`src/rtl/uart_tx_ticked_pkg.sv`:
```
// rtl/uart_tx_ticked_pkg.sv - shared FSM encoding and parity mode constants for the ticked UART transmitter
package uart_tx_ticked_pkg;

    typedef enum logic [2:0] {
        ST_IDLE   = 3'd0,
        ST_ALIGN  = 3'd1,
        ST_START  = 3'd2,
        ST_DATA   = 3'd3,
        ST_PARITY = 3'd4,
        ST_STOP   = 3'd5
    } tx_state_t;

    localparam int PAR_NONE = 0;
    localparam int PAR_ODD  = 1;
    localparam int PAR_EVEN = 2;

endpackage

```
`src/rtl/rise_tick.sv`:
```
// rtl/rise_tick.sv - turns a slow level (divider output) into a one-cycle rising-edge tick
module rise_tick (
    input  logic clock_in,
    input  logic reset,
    input  logic level,
    output logic tick
);

    logic level_q;

    always_ff @(posedge clock_in) begin
        if (reset) begin
            level_q <= 1'b0;
        end else begin
            level_q <= level;
        end
    end

    assign tick = level & ~level_q;

endmodule

```
`src/rtl/uart_tx_ticked.sv`:
```
// rtl/uart_tx_ticked.sv - UART transmitter paced by ticks derived from the clock divider output
module uart_tx_ticked #(
    parameter int DATA_BITS = 8,
    parameter int PARITY    = 0,
    parameter int STOP_BITS = 1
) (
    input  logic                 clock_in,
    input  logic                 reset,
    input  logic                 baud_clk,
    input  logic [DATA_BITS-1:0] in_data,
    input  logic                 in_valid,
    output logic                 in_ready,
    output logic                 tx,
    output logic                 busy,
    output logic                 done
);

    import uart_tx_ticked_pkg::*;

    localparam int CW = $clog2(DATA_BITS + 1);
    localparam logic [CW-1:0] DATA_BITS_C = CW'(DATA_BITS);
    localparam logic [1:0]    STOP_BITS_C = 2'(STOP_BITS);

    generate
        if (DATA_BITS < 5 || DATA_BITS > 9 || STOP_BITS < 1 || STOP_BITS > 2 ||
            PARITY < 0 || PARITY > 2) begin : g_param_check
            $error("uart_tx_ticked: illegal DATA_BITS/PARITY/STOP_BITS");
        end
    endgenerate

    tx_state_t            state;
    tx_state_t            state_next;
    logic                 tick;
    logic                 accept;
    logic [DATA_BITS-1:0] shift;
    logic [CW-1:0]        bit_cnt;
    logic [1:0]           stop_cnt;
    logic                 par_bit;
    logic                 data_last;
    logic                 stop_last;

    rise_tick u_rise_tick (
        .clock_in (clock_in),
        .reset    (reset),
        .level    (baud_clk),
        .tick     (tick)
    );

    assign accept    = in_valid & in_ready;
    assign data_last = (bit_cnt >= DATA_BITS_C);
    assign stop_last = (stop_cnt >= STOP_BITS_C);

    always_ff @(posedge clock_in) begin
        if (reset) begin
            state <= ST_IDLE;
        end else begin
            state <= state_next;
        end
    end

    // A tick seen in IDLE is ignored, so accept always waits in ALIGN for a fresh bit boundary
    always_comb begin
        state_next = state;
        case (state)
            ST_IDLE:   if (accept) state_next = ST_ALIGN;
            ST_ALIGN:  if (tick) state_next = ST_START;
            ST_START:  if (tick) state_next = ST_DATA;
            ST_DATA:   if (tick && data_last) state_next = (PARITY != PAR_NONE) ? ST_PARITY : ST_STOP;
            ST_PARITY: if (tick) state_next = ST_STOP;
            ST_STOP:   if (tick && stop_last) state_next = ST_IDLE;
            default:   state_next = ST_IDLE;
        endcase
    end

    always_comb begin
        in_ready = (state == ST_IDLE) & ~reset;
    end

    always_ff @(posedge clock_in) begin
        if (reset) begin
            tx       <= 1'b1;
            busy     <= 1'b0;
            done     <= 1'b0;
            shift    <= '0;
            bit_cnt  <= '0;
            stop_cnt <= '0;
            par_bit  <= 1'b0;
        end else begin
            done <= 1'b0;
            case (state)
                ST_IDLE: begin
                    if (accept) begin
                        shift   <= in_data;
                        par_bit <= (PARITY == PAR_ODD) ? ~^in_data : ^in_data;
                        busy    <= 1'b1;
                    end
                end
                ST_ALIGN: begin
                    if (tick) tx <= 1'b0;
                end
                ST_START: begin
                    if (tick) begin
                        tx      <= shift[0];
                        shift   <= shift >> 1;
                        bit_cnt <= CW'(1);
                    end
                end
                ST_DATA: begin
                    if (tick) begin
                        if (!data_last) begin
                            tx      <= shift[0];
                            shift   <= shift >> 1;
                            bit_cnt <= bit_cnt + CW'(1);
                        end else if (PARITY != PAR_NONE) begin
                            tx <= par_bit;
                        end else begin
                            tx       <= 1'b1;
                            stop_cnt <= 2'd1;
                        end
                    end
                end
                ST_PARITY: begin
                    if (tick) begin
                        tx       <= 1'b1;
                        stop_cnt <= 2'd1;
                    end
                end
                ST_STOP: begin
                    if (tick) begin
                        if (!stop_last) begin
                            stop_cnt <= stop_cnt + 2'd1;
                        end else begin
                            busy <= 1'b0;
                            done <= 1'b1;
                        end
                    end
                end
                default: begin
                    tx   <= 1'b1;
                    busy <= 1'b0;
                end
            endcase
        end
    end

endmodule

```
`config.mk`:
```
export PLATFORM = sky130hd
export DESIGN_NAME = uart_tx_ticked
export DESIGN_NICKNAME = d
export VERILOG_FILES = /design/src/rtl/uart_tx_ticked_pkg.sv /design/src/rtl/rise_tick.sv /design/src/rtl/uart_tx_ticked.sv
export SDC_FILE = /design/constraint.sdc
export NUM_CORES = 1
export LEC_CHECK = 0
export BUFFER_PORTS_ARGS = -buffer_cell sky130_fd_sc_hd__clkbuf_2
export CELL_PAD_IN_SITES_DETAIL_PLACEMENT = 0
export CELL_PAD_IN_SITES_GLOBAL_PLACEMENT = 2
export CORE_MARGIN = 2
export CORE_UTILIZATION = 30
export CTS_CLUSTER_DIAMETER = 200
export CTS_CLUSTER_SIZE = 16
export DETAILED_ROUTE_END_ITERATION = 12
export PLACE_DENSITY = 0.84
export SLEW_MARGIN = 10
export SYNTH_ARGS = -nofsm -noshare
export SYNTH_HDL_FRONTEND = slang
export SYNTH_SLANG_ARGS = --single-unit
```
`constraint.sdc`:
```
create_clock -name clock_in -period 1.3 [get_ports clock_in]
set_input_delay 0.065 -clock clock_in [delete_from_list [all_inputs] [get_ports clock_in]]
set_output_delay 0.065 -clock clock_in [all_outputs]
set_load 0.03 [all_outputs]
```
==> results of run 1 <==
-- path summary, 6_finish.rpt --
| kind | from | to | slack, ns |
|---|---|---|---|
| worst max-delay path | state[1] | stop_cnt[0] | -0.03 |
| worst min-delay path | in_data[7] | shift[7] | 0.13 |
| worst max register to register | state[1] | stop_cnt[0] | -0.03 |
| worst min register to register | stop_cnt[0] | stop_cnt[0] | 0.48 |
-- cells in the mapped netlist, types with 2 or more instances --
library cell | instances | area (µm²)
buf_2 | 2 | 10.0
a211oi_1 | 6 | 45.0
nor2b_1 | 4 | 25.0
nand2b_1 | 8 | 50.1
dfxtp_1 | 21 | 420
a211oi_2 | 3 | 37.5
a21oi_1 | 10 | 50.1
buf_6 | 2 | 22.5
ha_1 | 3 | 37.5
o31ai_1 | 2 | 15.0
nand3_1 | 3 | 15.0
nor4_1 | 2 | 12.5
nand2_1 | 4 | 15.0
o21ai_0 | 5 | 25.0
inv_1 | 5 | 18.8
clkbuf_1 | 6 | 22.5
mux2i_1 | 8 | 80.1
nor2_1 | 20 | 75.1
nor3_1 | 2 | 10.0
-- metrics by stage --
step | hold slack, ns | setup TNS (ns) | total power [mW] | setup WS [ns] | utilization (%)
floorplan | 0.182 | -1.58 | 0.939 | -0.225 | -
global placement | 0.352 | -0.139 | 1.03 | -0.0778 | 38.8
detailed placement | 0.380 | -0.694 | 1.04 | -0.105 | 38.8
CTS | 0.125 | -0.146 | 1.51 | -0.0286 | 42.4
global route | 0.163 | -0.799 | 1.61 | -0.0913 | 44.5
finish | 0.131 | -0.0682 | 1.52 | -0.0313 | 44.5
-- flip-flops by register name (all words and copies together), names as in the netlist --
| register | cells |
|---|---|
| busy | 1 |
| done | 1 |
| stop_cnt | 2 |
| bit_cnt | 4 |
| u_rise_tick.level_q | 1 |
| shift | 8 |
| state | 3 |
| tx | 1 |
-- cells by family after synthesis --
| group | after synthesis | share of synthesized area (%) |
|---|---|---|
| flops | 21 | 36.6 |
| buf+inv | 16 | 7.07 |
| mux | 9 | 7.94 |
| fa+ha+maj | 3 | 3.26 |
| simple gates | 52 | 24.2 |
| compound gates | 34 | 21.0 |
-- power breakdown --
group | switching, mW | internal, mW | leakage, nW
registers | 0.0391 | 0.682 | 0.176
logic | 0.183 | 0.189 | 0.463
clock network | 0.215 | 0.213 | 0.0255
total | 0.438 | 1.08 | 0.665
-- layer usage --
metal / vias to the layer above / share of wire, %
li1: 545 / -
met1: 490 / 47
met2: 12 / 50
met3: 2 / 2.4
met4: 0 / 0.54
met5: - / 0
-- cell type report --
cell class,count,area share [%]
multi-input cells,98,47.9
clock inverters,1,0.307
flip-flops and latches,21,26.8
clock buffers,3,2.53
inverters,5,1.15
repair buffers,40,17.7
well taps,48,3.68
-- repair_timing --
action,4_1_cts,5_1_grt
buffers inserted,3,1
resized for setup,16,22
endpoints found under the setup margin,13,18
pin swaps,3,3
-- worst reg2reg max path: stages, from the launching register on --
cell	delay, ns
dfxtp_4	0.41
buf_4	0.15
nand2b_1	0.08
o22a_1	0.21
or3_1	0.30
a21oi_1	0.11
==> results.json, run 1 <==
{
  "post-dp-hpwl_um": 1830,
  "hold_depth": 4,
  "status": "finished, violations left",
  "grt_pass1_wl_um": 4640,
  "grt_use_met3_pct": 1.70,
  "placed_cells": 209,
  "grtUsageMet2_pct": 23.6,
  "initial_core_util_pct": 31.4,
  "synth_nets": 150,
  "ys_types": 38,
  "fin_skew_ns": 0.00167,
  "cp-end-kind": "flop",
  "layout_commonest_cell": "buf_4",
  "p_leak_nw": 0.665,
  "vdd_drop_max_uv": 553,
  "grt_use_total_pct": 13.4,
  "drv_cap": 0,
  "synth_ff_type": "dfxtp_1",
  "final_cell_mix": "buf_4 (21), dfxtp_1 (14), clkbuf_2 (14)",
  "die_x_um": 65.9,
  "areaGrowthSynthToFinish_pct": 41.8,
  "p_per_area_nw_per_um2": 934,
  "worst-path-stages": 5,
  "hold_buffers": 0,
  "crit_family": "flip-flops",
  "synth_area_um2": 1150,
  "crit_arrival_ns": 1.52,
  "crit_slowest_cell": "dfxtp_4",
  "failed_checks": "negative setup slack",
  "finalNetCount": 184,
  "cts-htree-levels": 1,
  "drive_above_1_share_pct": 47.0,
  "fmax_mhz": 751,
  "synth-async-reset-ratio_pct": 0,
  "die_h_um": 65.9,
  "nFillCells": 354,
  "slew_headroom_pct": 82.0,
  "ys_seq_elements": 21,
  "coreArea_um2": 3660,
  "routed_wl_um": 2590,
  "grt_pass1_vias": 1049,
  "drt-vias-per-instance": 4.86,
  "clk_pin_slew_ns": 0.08,
  "setup_ws_ns": -0.0313,
  "syn_area_per_cell_um2": 8.52,
  "fin_crit_ns": 1.33,
  "synth_warnings": 0,
  "grt_setup_unrepaired": "yes",
  "first_iter_violations": 18,
  "cpPeakStageDelay_ns": 0.41,
  "cts_tree": "done",
  "gp_congestion": 0.742,
  "fin_area_um2": 1630,
  "busiest_layer": "met2",
  "diodes": 0,
  "row_count": 22,
  "ant_nets": 0,
  "regArea_um2": 437,
  "ys_seq_area_share_pct": 36.6,
  "drc": 0,
  "critPathBufInv": 1,
  "clock_latency_ns": 0.25,
  "cts.sinks": 21,
  "path_cells": "buf_4 -> nand2b_1 -> o22a_1 -> or3_1 -> a21oi_1",
  "final_cells": 216,
  "cts_root_buf": "clkbuf_8",
  "dpl_cell_area_um2": 1420,
  "hold_class": "primary input to flop",
  "grt_max_degree": 24,
  "fin_crit_sh_pct": 102,
  "io_buffers": 15,
  "cp.required_ns": 1.49,
  "wl_per_cell_um": 12.0,
  "grt-ovfl-total": 0,
  "numCtsBuffers": 3,
  "tightestPinTransition_ns": 0.270,
  "die_area_um2": 4340,
  "drt_first_pass_iters": 4,
  "worst-r2r-cell-count": 5,
  "synthCells": 135,
  "path_max_fanout": 6,
  "use_met1_pct": 17.2,
  "cts.path.max_buffers": 2,
  "multi_input_area_um2": 781,
  "setup_viol": 4,
  "final_hold_viol_count": 0,
  "grt_antenna_before_repair": 0,
  "io_pins": 16,
  "report.final.slew_viol_count": 0,
  "vias": 1049,
  "path_class": "flop to flop",
  "start_kind": "flop",
  "synth_edf_count": 0
}
No activity file was read; power rests on OpenSTA's default activity.
==> run 2: changes to the inputs <==
Settings changed: ABC_CLOCK_PERIOD_IN_PS from default to 1300, CORE_ASPECT_RATIO from default to 1.75, RECOVER_POWER from default to 25.
==> results.json, run 2 (same netlist as run 1, synthesis figures left out) <==
{
  "nFillCells": 390,
  "post-dp-hpwl_um": 2060,
  "die_h_um": 85.9,
  "grt_pass1_vias": 1032,
  "grt_pass1_wl_um": 4570,
  "initial_core_util_pct": 31.4,
  "top_regs": "shift x8, bit_cnt x4, state x3",
  "status": "finished, violations left",
  "cts.path.max_buffers": 2,
  "fin_crit_ns": 1.40,
  "clock_latency_ns": 0.26,
  "grt_use_total_pct": 13.6,
  "cts-htree-levels": 1,
  "gp_congestion": 0.711,
  "regMostFlops": "shift",
  "finalNetCount": 181,
  "failed_checks": "negative setup slack",
  "grt-ovfl-total": 0,
  "wl_per_cell_um": 12.9,
  "diodes": 0,
  "p_per_area_nw_per_um2": 978,
  "tightestPinTransition_ns": 0.362,
  "first_iter_violations": 30,
  "drive_above_1_share_pct": 35.2,
  "grt_setup_unrepaired": "yes",
  "coreArea_um2": 3660,
  "setup_tns_ns": -0.832,
  "final_cell_mix": "buf_4 (19), dfxtp_1 (18), nor2_1 (16)",
  "cts.sinks": 21,
  "drc": 0,
  "setup_ws_ns": -0.104,
  "path_class": "flop to flop",
  "p_leak_nw": 0.634,
  "largest_reg_flops": 8,
  "fin_area_um2": 1550,
  "dp_slack_ns": -0.114,
  "crit_arrival_ns": 1.59,
  "slew_headroom_pct": 75.9,
  "fin_skew_ns": 0.00278,
  "io_buffers": 15,
  "dpl_cell_area_um2": 1400,
  "layout_commonest_cell": "buf_4",
  "numCtsBuffers": 3,
  "fin_crit_sh_pct": 108,
  "drv_cap": 0,
  "die_x_um": 50.8,
  "clk_pin_slew_ns": 0.07,
  "cts_tree": "done",
  "routed_wl_um": 2720,
  "grt_antenna_before_repair": 0,
  "grt_max_degree": 24,
  "ant_nets": 0,
  "path_max_fanout": 6,
  "cp.required_ns": 1.48,
  "drt-vias-per-instance": 4.88,
  "hold_buffers": 0,
  "row_count": 29,
  "power_mw": 1.52,
  "start_kind": "flop",
  "drt_first_pass_iters": 4,
  "vdd_drop_max_uv": 655,
  "fmax_mhz": 712,
  "report.final.slew_viol_count": 0,
  "final_hold_viol_count": 0,
  "cp-end-kind": "flop",
  "die_area_um2": 4360,
  "r2r_setup_slack_ns": -0.10,
  "vias": 1030,
  "io_pins": 16,
  "cts_root_buf": "clkbuf_8",
  "hold_class": "primary input to flop",
  "setup_viol": 11,
  "areaGrowthSynthToFinish_pct": 34.8
}
[run 2: cell types whose count changed in the layout (fill, tap and decap cells not counted), moves of 2 or more]
| cell | change |
|---|---|
| nor2_1 | +3 |
| buf_6 | -3 |
| clkbuf_1 | +2 |
| dfxtp_4 | -2 |
| a21oi_1 | +3 |
| a21oi_2 | -3 |
| dfxtp_2 | -2 |
| dfxtp_1 | +4 |
| buf_4 | -2 |
| nor2_2 | -3 |
[run 2: worst paths after layout]
check,from,end,cells after the start
setup / recovery,state[1],shift[2],6
hold reg to reg,stop_cnt[1],stop_cnt[1],2
hold / removal,baud_clk,u_rise_tick.level_q,2
setup reg to reg,state[1],shift[2],6
[run 2: power breakdown]
part | switching (mW) | internal (mW) | leakage, nW
Combinational | 0.184 | 0.186 | 0.438
Clock | 0.209 | 0.218 | 0.0228
Sequential | 0.0347 | 0.684 | 0.173
Total | 0.428 | 1.09 | 0.634
[run 2: routing by layer]
layer,vias up,wire (µm),GRT usage [%]
li1,533,-,-
met1,478,1060,13.4
met4,0,43,5.16
met5,-,0,0
met3,4,49,1.05
met2,15,1570,27.8
[run 2: layout make-up]
cell class	count	area [µm²]	share of cell area, %
well taps	46	57.6	3.71
repair buffers	37	283	18.2
flip-flops and latches	21	427	27.5
inverters	5	18.8	1.21
clock buffers	4	45.0	2.91
multi-input cells	98	719	46.4
[run 2: per-stage QoR]
| step | hold slack (ns) | instances | utilization (%) |
|---|---|---|---|
| 2_1_floorplan | 0.182 | 135 | - |
| 3_3_place_gp | 0.335 | 203 | 38.2 |
| 3_5_place_dp | 0.352 | 203 | 38.2 |
| 4_1_cts | 0.0753 | 210 | 40.5 |
| 5_1_grt | 0.0935 | 211 | 42.3 |
| 6_report | 0.0785 | 211 | 42.3 |
[run 2: timing repair]
| item | CTS | global route |
|---|---|---|
| gates resized for setup | 5 | 9 |
| pin swaps | 3 | 4 |
| gates cloned | 0 | 1 |
| buffers inserted | 3 | 0 |
| setup endpoints to repair | 11 | 18 |
[run 2: worst max-delay path, stage by stage (launching register included)]
cell and delay [ns]:
dfxtp_4 0.36, buf_6 0.12, nor4_4 0.29, o2bb2ai_4 0.19, clkbuf_16 0.19, nor2_4 0.03, a211oi_2 0.14
==> run 3: changes to the inputs <==
Settings changed: ABC_CLOCK_PERIOD_IN_PS 1300 to 1480, CORE_ASPECT_RATIO 1.75 to 1.5, PLACE_DENSITY 0.84 to 0.82.
Clock period 1.3 ns to 1.48 ns, I/O delays scaled along.
==> results.json, run 3 (same netlist as run 1, synthesis figures left out) <==
{
  "status": "finished, final reports clean",
  "crit_family": "simple AND/OR/NAND/NOR gates",
  "drt-vias-per-instance": 5.11,
  "row_count": 27,
  "p_per_area_nw_per_um2": 911,
  "hold_class": "primary input to flop",
  "setup_tns_ns": 0,
  "path_max_fanout": 4,
  "finalNetCount": 172,
  "post-cts-setup-buffer-count": 0,
  "wl_per_cell_um": 13.1,
  "power_mw": 1.29,
  "cts_root_buf": "clkbuf_8",
  "placed_cells": 195,
  "grt_pass1_vias": 995,
  "worst-r2r-cell-count": 6,
  "cts.sinks": 21,
  "ant_nets": 0,
  "dpl_cell_area_um2": 1360,
  "rr_endpoint": "stop_cnt[0]",
  "grt_use_total_pct": 14.0,
  "areaGrowthSynthToFinish_pct": 22.7,
  "grt_pass1_wl_um": 4540,
  "vdd_drop_max_uv": 497,
  "crit_arrival_ns": 1.59,
  "initial_core_util_pct": 31.2,
  "routed_wl_um": 2600,
  "r2r-start": "stop_cnt[0]",
  "grt-ovfl-total": 0,
  "io_buffers": 15,
  "fmax_mhz": 713,
  "setup_viol": 0,
  "grt_max_degree": 24,
  "die_area_um2": 4350,
  "die_x_um": 54.6,
  "cp.required_ns": 1.67,
  "p_leak_nw": 0.558,
  "r2r_setup_slack_ns": 0.08,
  "cp-end-kind": "flop",
  "post-dp-hpwl_um": 1910,
  "numCtsBuffers": 3,
  "drv_cap": 0,
  "final_cells": 199,
  "fin_skew_ns": 0.00123,
  "fin_crit_sh_pct": 94.8,
  "hold_depth": 2,
  "vias": 1016,
  "endpoint": "stop_cnt[0]",
  "worst-path-stages": 6,
  "nFillCells": 383,
  "fin_crit_ns": 1.40,
  "dp_slack_ns": 0.00842,
  "die_h_um": 79.8,
  "critPathBufInv": 1,
  "final_cell_mix": "nor2_1 (17), dfxtp_1 (17), clkbuf_2 (11), buf_4 (11), a21oi_1 (9)",
  "io_pins": 16,
  "drc": 0,
  "diodes": 0,
  "start_kind": "flop",
  "clock_latency_ns": 0.27,
  "setup_ws_ns": 0.0775,
  "grt_setup_unrepaired": "no",
  "path_class": "flop to flop",
  "grt_antenna_before_repair": 0,
  "cp-startpoint": "stop_cnt[0]",
  "first_iter_violations": 10,
  "clk_pin_slew_ns": 0.08,
  "hold_buffers": 0,
  "report.final.slew_viol_count": 0,
  "post_cts_resized": 1,
  "fin_util_pct": 38.3,
  "hold_ws_ns": 0.0944,
  "drt_first_pass_iters": 2,
  "regMostFlops": "shift",
  "gp_congestion": 0.790,
  "final_hold_viol_count": 0,
  "top_regs": "shift x8, bit_cnt x4, state x3",
  "path_cells": "inv_1 -> ha_2 -> nor2b_1 -> o22a_1 -> or3_1 -> a21oi_2",
  "crit_slowest_cell": "dfxtp_1",
  "largest_reg_flops": 8,
  "cts-htree-levels": 1,
  "tightestPinTransition_ns": 1.07,
  "coreArea_um2": 3680,
  "slew_headroom_pct": 28.4,
  "cts_tree": "done",
  "drive_above_1_share_pct": 28.2,
  "fin_area_um2": 1410,
  "cpPeakStageDelay_ns": 0.33,
  "cts.path.max_buffers": 2
}
[run 3: cell count changes in the layout (fill, tap and decap cells not counted), sizes merged]
| cell | change |
|---|---|
| buf | -10 |
| clkinv | +1 |
[run 3: worst min path at each step]
stage	slack, ns	to	start
after floorplan	0.20	in_ready	reset
after global placement	0.36	u_rise_tick.level_q	baud_clk
after detailed placement	0.38	u_rise_tick.level_q	baud_clk
after CTS	0.09	u_rise_tick.level_q	baud_clk
after global routing	0.10	u_rise_tick.level_q	baud_clk
final	0.09	u_rise_tick.level_q	baud_clk
[run 3: power by group]
part | internal, mW | switching, mW
Combinational | 0.122 | 0.143
Clock | 0.188 | 0.199
Sequential | 0.602 | 0.0328
Total | 0.911 | 0.375
[run 3: routing by layer]
layer | track usage, % | share of wire [%]
met5 | 0 | 0
met4 | 6.75 | 2.2
met3 | 2.43 | 2.1
met2 | 22.4 | 49
met1 | 17.4 | 47
[run 3: worst register-to-register path, stage by stage (launching register included)]
cell and delay (ns):
dfxtp_1 0.33, inv_1 0.06, ha_2 0.20, nor2b_1 0.06, o22a_1 0.21, or3_1 0.33, a21oi_2 0.14
[run 3: cell type report]
type	instances	area, µm²	area share (%)
sequential	21	425	30.1
inverter	5	18.8	1.33
multi-input combinational	98	691	48.9
clock inverter	1	5.00	0.355
tap	43	53.8	3.81
timing repair buffer	28	176	12.5
clock buffer	3	41.3	2.93
